**config.mk**
```make
export PLATFORM = sky130hd
export DESIGN_NAME = lsic_irq_conditioner
export DESIGN_NICKNAME = d
export VERILOG_FILES = /design/src/rtl/lsic_irq_conditioner.sv
export SDC_FILE = /design/constraint.sdc
export NUM_CORES = 1
export LEC_CHECK = 0
export ABC_AREA = 0
export BUFFER_PORTS_ARGS = -buffer_cell sky130_fd_sc_hd__buf_2
export CORE_MARGIN = 2
export CORE_UTILIZATION = 29
export CTS_BUF_LIST = sky130_fd_sc_hd__clkbuf_2 sky130_fd_sc_hd__clkbuf_4 sky130_fd_sc_hd__clkbuf_8
export DETAILED_ROUTE_END_ITERATION = 8
export PLACE_DENSITY = 0.57
export SLEW_MARGIN = 0
export SYNTH_ARGS = -nofsm -noshare
export SYNTH_HDL_FRONTEND = slang
export SYNTH_SLANG_ARGS = --single-unit
```
**constraint.sdc**
```tcl
create_clock -name clk -period 3.5 [get_ports clk]
set_clock_uncertainty 0.15 [all_clocks]
set_input_delay 0 -clock clk [delete_from_list [all_inputs] [get_ports clk]]
set_output_delay 0 -clock clk [all_outputs]
set_load 0.02 [all_outputs]
```
**src/rtl/lsic_irq_conditioner.sv**
```systemverilog
// Interrupt front-end for LSIC: per-line synchronizer, polarity fix, glitch filter
// and level/rising-edge conversion into clean registered active-high requests.
module lsic_irq_conditioner #(
    parameter int                 N_IRQ         = 64,
    parameter int                 SYNC_STAGES   = 2,
    parameter int                 FILTER_LEN    = 4,
    parameter logic [N_IRQ-1:0]   EDGE_MASK     = '0,
    parameter logic [N_IRQ-1:0]   POLARITY_MASK = '0
) (
    input  logic             clk,
    input  logic             rst_n,
    input  logic [N_IRQ-1:0] irq_raw,
    output logic [N_IRQ-1:0] irqs,
    output logic             irq_any
);

    localparam int CW = $clog2(FILTER_LEN + 1);
    localparam logic [CW-1:0] CNT_LAST = CW'(FILTER_LEN - 1);

    logic [N_IRQ-1:0] sync_q [SYNC_STAGES];
    logic [N_IRQ-1:0] s;
    logic [N_IRQ-1:0] f_vec;
    logic [N_IRQ-1:0] f_d;
    logic [N_IRQ-1:0] irqs_q;

    // Reset loads the inactive raw level so active-low lines never glitch on release
    always_ff @(posedge clk) begin
        if (!rst_n) begin
            for (int k = 0; k < SYNC_STAGES; k++) begin
                sync_q[k] <= POLARITY_MASK;
            end
        end else begin
            sync_q[0] <= irq_raw;
            for (int k = 1; k < SYNC_STAGES; k++) begin
                sync_q[k] <= sync_q[k-1];
            end
        end
    end

    assign s = sync_q[SYNC_STAGES-1] ^ POLARITY_MASK;

    for (genvar i = 0; i < N_IRQ; i++) begin : g_line
        logic          f;
        logic [CW-1:0] cnt;

        // A change must persist FILTER_LEN consecutive cycles; any bounce restarts the count
        always_ff @(posedge clk) begin
            if (!rst_n) begin
                f   <= 1'b0;
                cnt <= '0;
            end else if (s[i] == f) begin
                cnt <= '0;
            end else if (cnt == CNT_LAST) begin
                f   <= s[i];
                cnt <= '0;
            end else begin
                cnt <= cnt + 1'b1;
            end
        end

        assign f_vec[i] = f;
    end

    // Edge lines mask out cycles where f was already high, leaving one pulse per rise
    always_ff @(posedge clk) begin
        if (!rst_n) begin
            f_d    <= '0;
            irqs_q <= '0;
        end else begin
            f_d    <= f_vec;
            irqs_q <= f_vec & ~(f_d & EDGE_MASK);
        end
    end

    assign irqs    = irqs_q;
    assign irq_any = |irqs_q;

endmodule

```
; ---- Word-level counts from Yosys, hierarchy flattened
; Memory sizes are Yosys's and may differ from the RTL's.
; Index checks and enable logic that the tools add are counted.
[op_classes]
add_sub_neg = 64
muxes = 4
n_reduce_logical = 129
eq_ne = 128
bitwise = 67
[ops]
columns = op, count
row1 = "adder 3 x 1 -> 3 bit, second input constant", 64
row2 = "equality test 3 x 2 -> 1 bit, second input constant", 64
row3 = OR reduction 3 bit, 64
row4 = two-way mux 64 bit, 2
row5 = AND reduction 2 bit, 64
row6 = inverter 1 bit, 65
row7 = equality test 1 bit, 64
row8 = OR reduction 64 bit, 1
row9 = two-way mux 1 bit, 2
row10 = bitwise OR 1 bit, 2
[totals]
ramBits = 128
mem_count = 1
register_bits = 320
elab_cells = 522
output_inout_bits = 65
[mem_list]
columns = name, words, word_bits, rd, rd_ports_with_merged_regs, write_ports, line
row1 = sync_q, 2, 64, 2, 0, 2, 20  ; logic [N_IRQ-1:0] sync_q [SYNC_STAGES];

; ---- Longest topological paths before layout
[depth]
depth_word = 3
mapped_depth = 4
mapped_depth_nobuf = 4

; ---- Least setup slack after synthesis
; No wires, ideal clock.
[synth_path]
path_type = flip-flop to output port
from = register irqs_q[0] (netlist: irqs[0])
to = output irq_any
required_time_ns = 3.350
path_buffers = 0
t_arrival_ns = 1.370
path_stages_with_launch = 4
slack_ns = 1.980
cell_sequence = dfxtp_1 nor4_1 nand4_1 or4_1
[synth_between]
elab_chain_len = 1
[synth_lines]
columns = item, line
row1 = "start, declared", 24  ; logic [N_IRQ-1:0] irqs_q;
row2 = "start signal, assigned", 71  ; irqs_q <= f_vec & ~(f_d & EDGE_MASK);
row3 = OR reduction 64 bit, 76  ; assign irq_any = |irqs_q;
row4 = "end, declared", 14  ; output logic irq_any
; Every way passes these cells.

; ---- Worst setup path in the final report
[layout_path]
from = register irqs_q[28] (netlist: irqs[28])
to = output irq_any
; The elaborated chain is that of the path after synthesis.

==> flow_summary.yaml <==
yosys:
  synth_flop_cell: "dfxtp_1"
  yosysSeqAreaShare: 0.5849
  synthAdderAreaFrac: 0.1044
  syn_area_um2: 15330
  synth_compound_area_frac: 0
  synth-edff-count: 0
  ys_async_sr_fraction: 0
  synth.yosys.warnings: 0
  synth_cell_type_count: 15
  synth.mux.area_fraction: 0.04178
  synth_fp_nets: 1594
  synth-simple-area-share: 0.1918
  synth_xor_area_frac: 0.03655
  ys_ff_latch: 448
  avgSynthCellArea_um2: 10.95
  syn_inst: 1400
  synth_top_family_by_area: "simple AND/OR/NAND/NOR gates"
critical_path:
  critical_path.max_stage_delay_ns: 0.63
  r2r_end: "g_line[39].cnt[0]"
  r2r_slack_ns: 2.21
  crit_arrival_ns: 2.64
  path_cells: "nor4_1, nand4_1, or4_1, buf_2"
  path_max_fanout: 2
  cp-end-kind: "output port"
  critPathRequiredTime_ns: 3.35
  slowest_stage: "or4_1"
  worstSetupStartpointType: "register"
  timing.rr.start: "g_line[39].cnt[0]"
  path_buf_inv: 1
  r2r_cells: 4
  critical_path_class: "register to output port"
  path_delay_family: "simple AND/OR/NAND/NOR gates"
grt:
  antenna_found_initial: 1
  grt_pass1_vias: 9754
  grt-ovfl-total: 0
  grt_first_pass_wirelength_um: 44530
  grt_max_degree: 115
  grt.total_usage: 0.1018
clocking:
  clock_sinks: 448
  clk_latency_ns: 0.64
  cts.reportedPaths.clkPinSlew_ns: 0.05
  cts_setup_buffers: 0
  cts_resized: 0
  cts_tree: "built"
  clock_path_buffers: 3
  cts-root-buf: "clkbuf_8"
  htreeDepth: 3
  cts_buffers: 79
timing:
  min_period_ns: 2.790
  slew_violations: 0
  setup_viol: 0
  hold_slack_ns: 0.2642
  worst_slew_pin_slew_ns: 0.7031
  rsz0062_at_grt: "no"
  fmax_mhz: 358.4
  period_share: 0.7972
  tns_ns: 0
  hold_viol: 0
  slew_headroom: 0.5313
  worst_slack_ns: 0.7098
min_path:
  hp-class: "register to register"
  whs_path_depth: 1
  hold_end: "g_line[52].cnt[0]"
  hp-start: "g_line[52].cnt[0]"
run_status:
  status: "finished, final reports clean"
cells_and_area:
  register_area_um2: 8969
  nets: 1924
  n_fill_cell: 5124
  multi_input_area_um2: 5744
  final_cell_mix: "dfxtp_1 (448), nor2_1 (192), and2_1 (192), dlygate4sd3_1 (149), buf_2 (129)"
  post_route_cells_drive_above_1_share: 0.1524
  finish.utilization: 0.3801
  mostFrequentLayoutCell: "dfxtp_1"
  syn2layout_area_growth_pct: 29.99
floorplanning:
  die_w_um: 234.0
  ios: 131
  rows: 84
  initial_core_util: 0.2924
  core-area_um2: 52450
  dieArea_um2: 54730
  dieHeight_um: 234.0
route:
  postRouteAntennaNets: 0
  viasPerCell: 3.939
  drt_iter0_drc: 184
  drcViolationCount: 0
  routed_wirelength_um: 27140
  vias: 9746
  dr.pass1.iters: 4
  wl_per_cell_um: 10.97
pwr:
  pwr-share-seq: 0.495
  peakVddDrop_v: 0.0002651
  p_leak_nw: 8.705
  p_int_w: 0.008357
  power_switching_share: 0.2102
  p_comb_frac: 0.032
  power_switching_w: 0.002224
  clock_power_share: 0.473
  p_per_area_nw_per_um2: 530.8
place:
  pre_cts_ws_ns: 1.316
  globalplace.congestion: 0.6835
  dp_hpwl_um: 17530
  portBuffers: 130
run:
  drv_cap: 0
==> synthesized netlist by cell type, types with 4 or more instances <==
cell type	n	area share
and2_1	192	0.078
nand4_1	4	0.0016
ha_1	128	0.10
dfxtp_1	448	0.58
clkbuf_1	27	0.0066
nor2_1	192	0.047
nand3b_1	64	0.031
buf_2	8	0.0026
nor4_1	15	0.0061
xor2_1	64	0.037
mux2i_1	64	0.042
nor2b_1	64	0.026
inv_1	128	0.031
==> logic make-up after synthesis <==
| logic type | after synthesis |
|---|---|
| xor gates and xnor gates | 64 |
| adders and majority gates | 128 |
| buffers and inverters | 163 |
| DFF | 448 |
| muxes | 64 |
| and+or+nand+nor | 533 |
==> how the worst max path moves through the flow <==
| stage | from | endpoint | slack (ns) | cells past startpoint |
|---|---|---|---|---|
| after global placement | irqs[28] | irq_any | 1.29 | 4 |
| after floorplan | irqs[0] | irq_any | 1.98 | 3 |
| after CTS | irqs[28] | irq_any | 0.60 | 4 |
| after detailed placement | irqs[28] | irq_any | 1.32 | 4 |
| final | irqs[28] | irq_any | 0.71 | 4 |
| after global routing | irqs[28] | irq_any | 0.52 | 4 |
==> cell type report <==
cell class,count,area share
antenna,1,0.0001255
clock buffer,123,0.07551
clock inverter,13,0.007909
inverter,128,0.02410
multi-input combinational,789,0.2882
sequential,448,0.4499
tap,688,0.04319
timing repair buffer,284,0.1110
==> metrics by stage <==
step	cell area (um^2)	instances	total power (W)
2_1_floorplan	15330	1400	0.005479
3_3_place_gp	16780	2188	0.005556
3_5_place_dp	16780	2188	0.005566
4_1_cts	19930	2473	0.01084
5_1_grt	19930	2473	0.01113
6_report	19930	2474	0.01058
==> timing repair <==
action	CTS	global route
endpoints found under the hold margin	205	0
endpoints found under the setup margin	0	0
hold buffers	149	0
==> worst reg2reg max path: stages (launching register included) <==
cell and delay, ns:
dfxtp_1 0.31, ha_1 0.19, ha_1 0.21, nand3b_1 0.22, nor2_1 0.14
==> power by group through the flow <==
stage               logic [W]  registers, W  clock network (W)
finish               0.000342       0.00524            0.00500
global route         0.000387       0.00524            0.00550
CTS                  0.000346       0.00524            0.00526
detailed placement   0.000221       0.00535                  0
global placement     0.000213       0.00534                  0
floorplan            0.000146       0.00533                  0
==> state kept, by name, summed over array words and instances (netlist names) <==
| register | flops |
|---|---|
| g_line.cnt | 192 |
| sync_q | 128 |
| g_line.f | 64 |
| irqs | 64 |
==> layer usage <==
layer	part of all wire	global-route usage	vias up	wire length (um)
li1	-	-	5081	-
met1	0.44	0.1141	4427	11990
met2	0.46	0.1692	157	12590
met3	0.055	0.03611	81	1499
met4	0.039	0.05498	0	1061
met5	0	0	-	0
No activity file was read; power rests on OpenSTA's default activity.
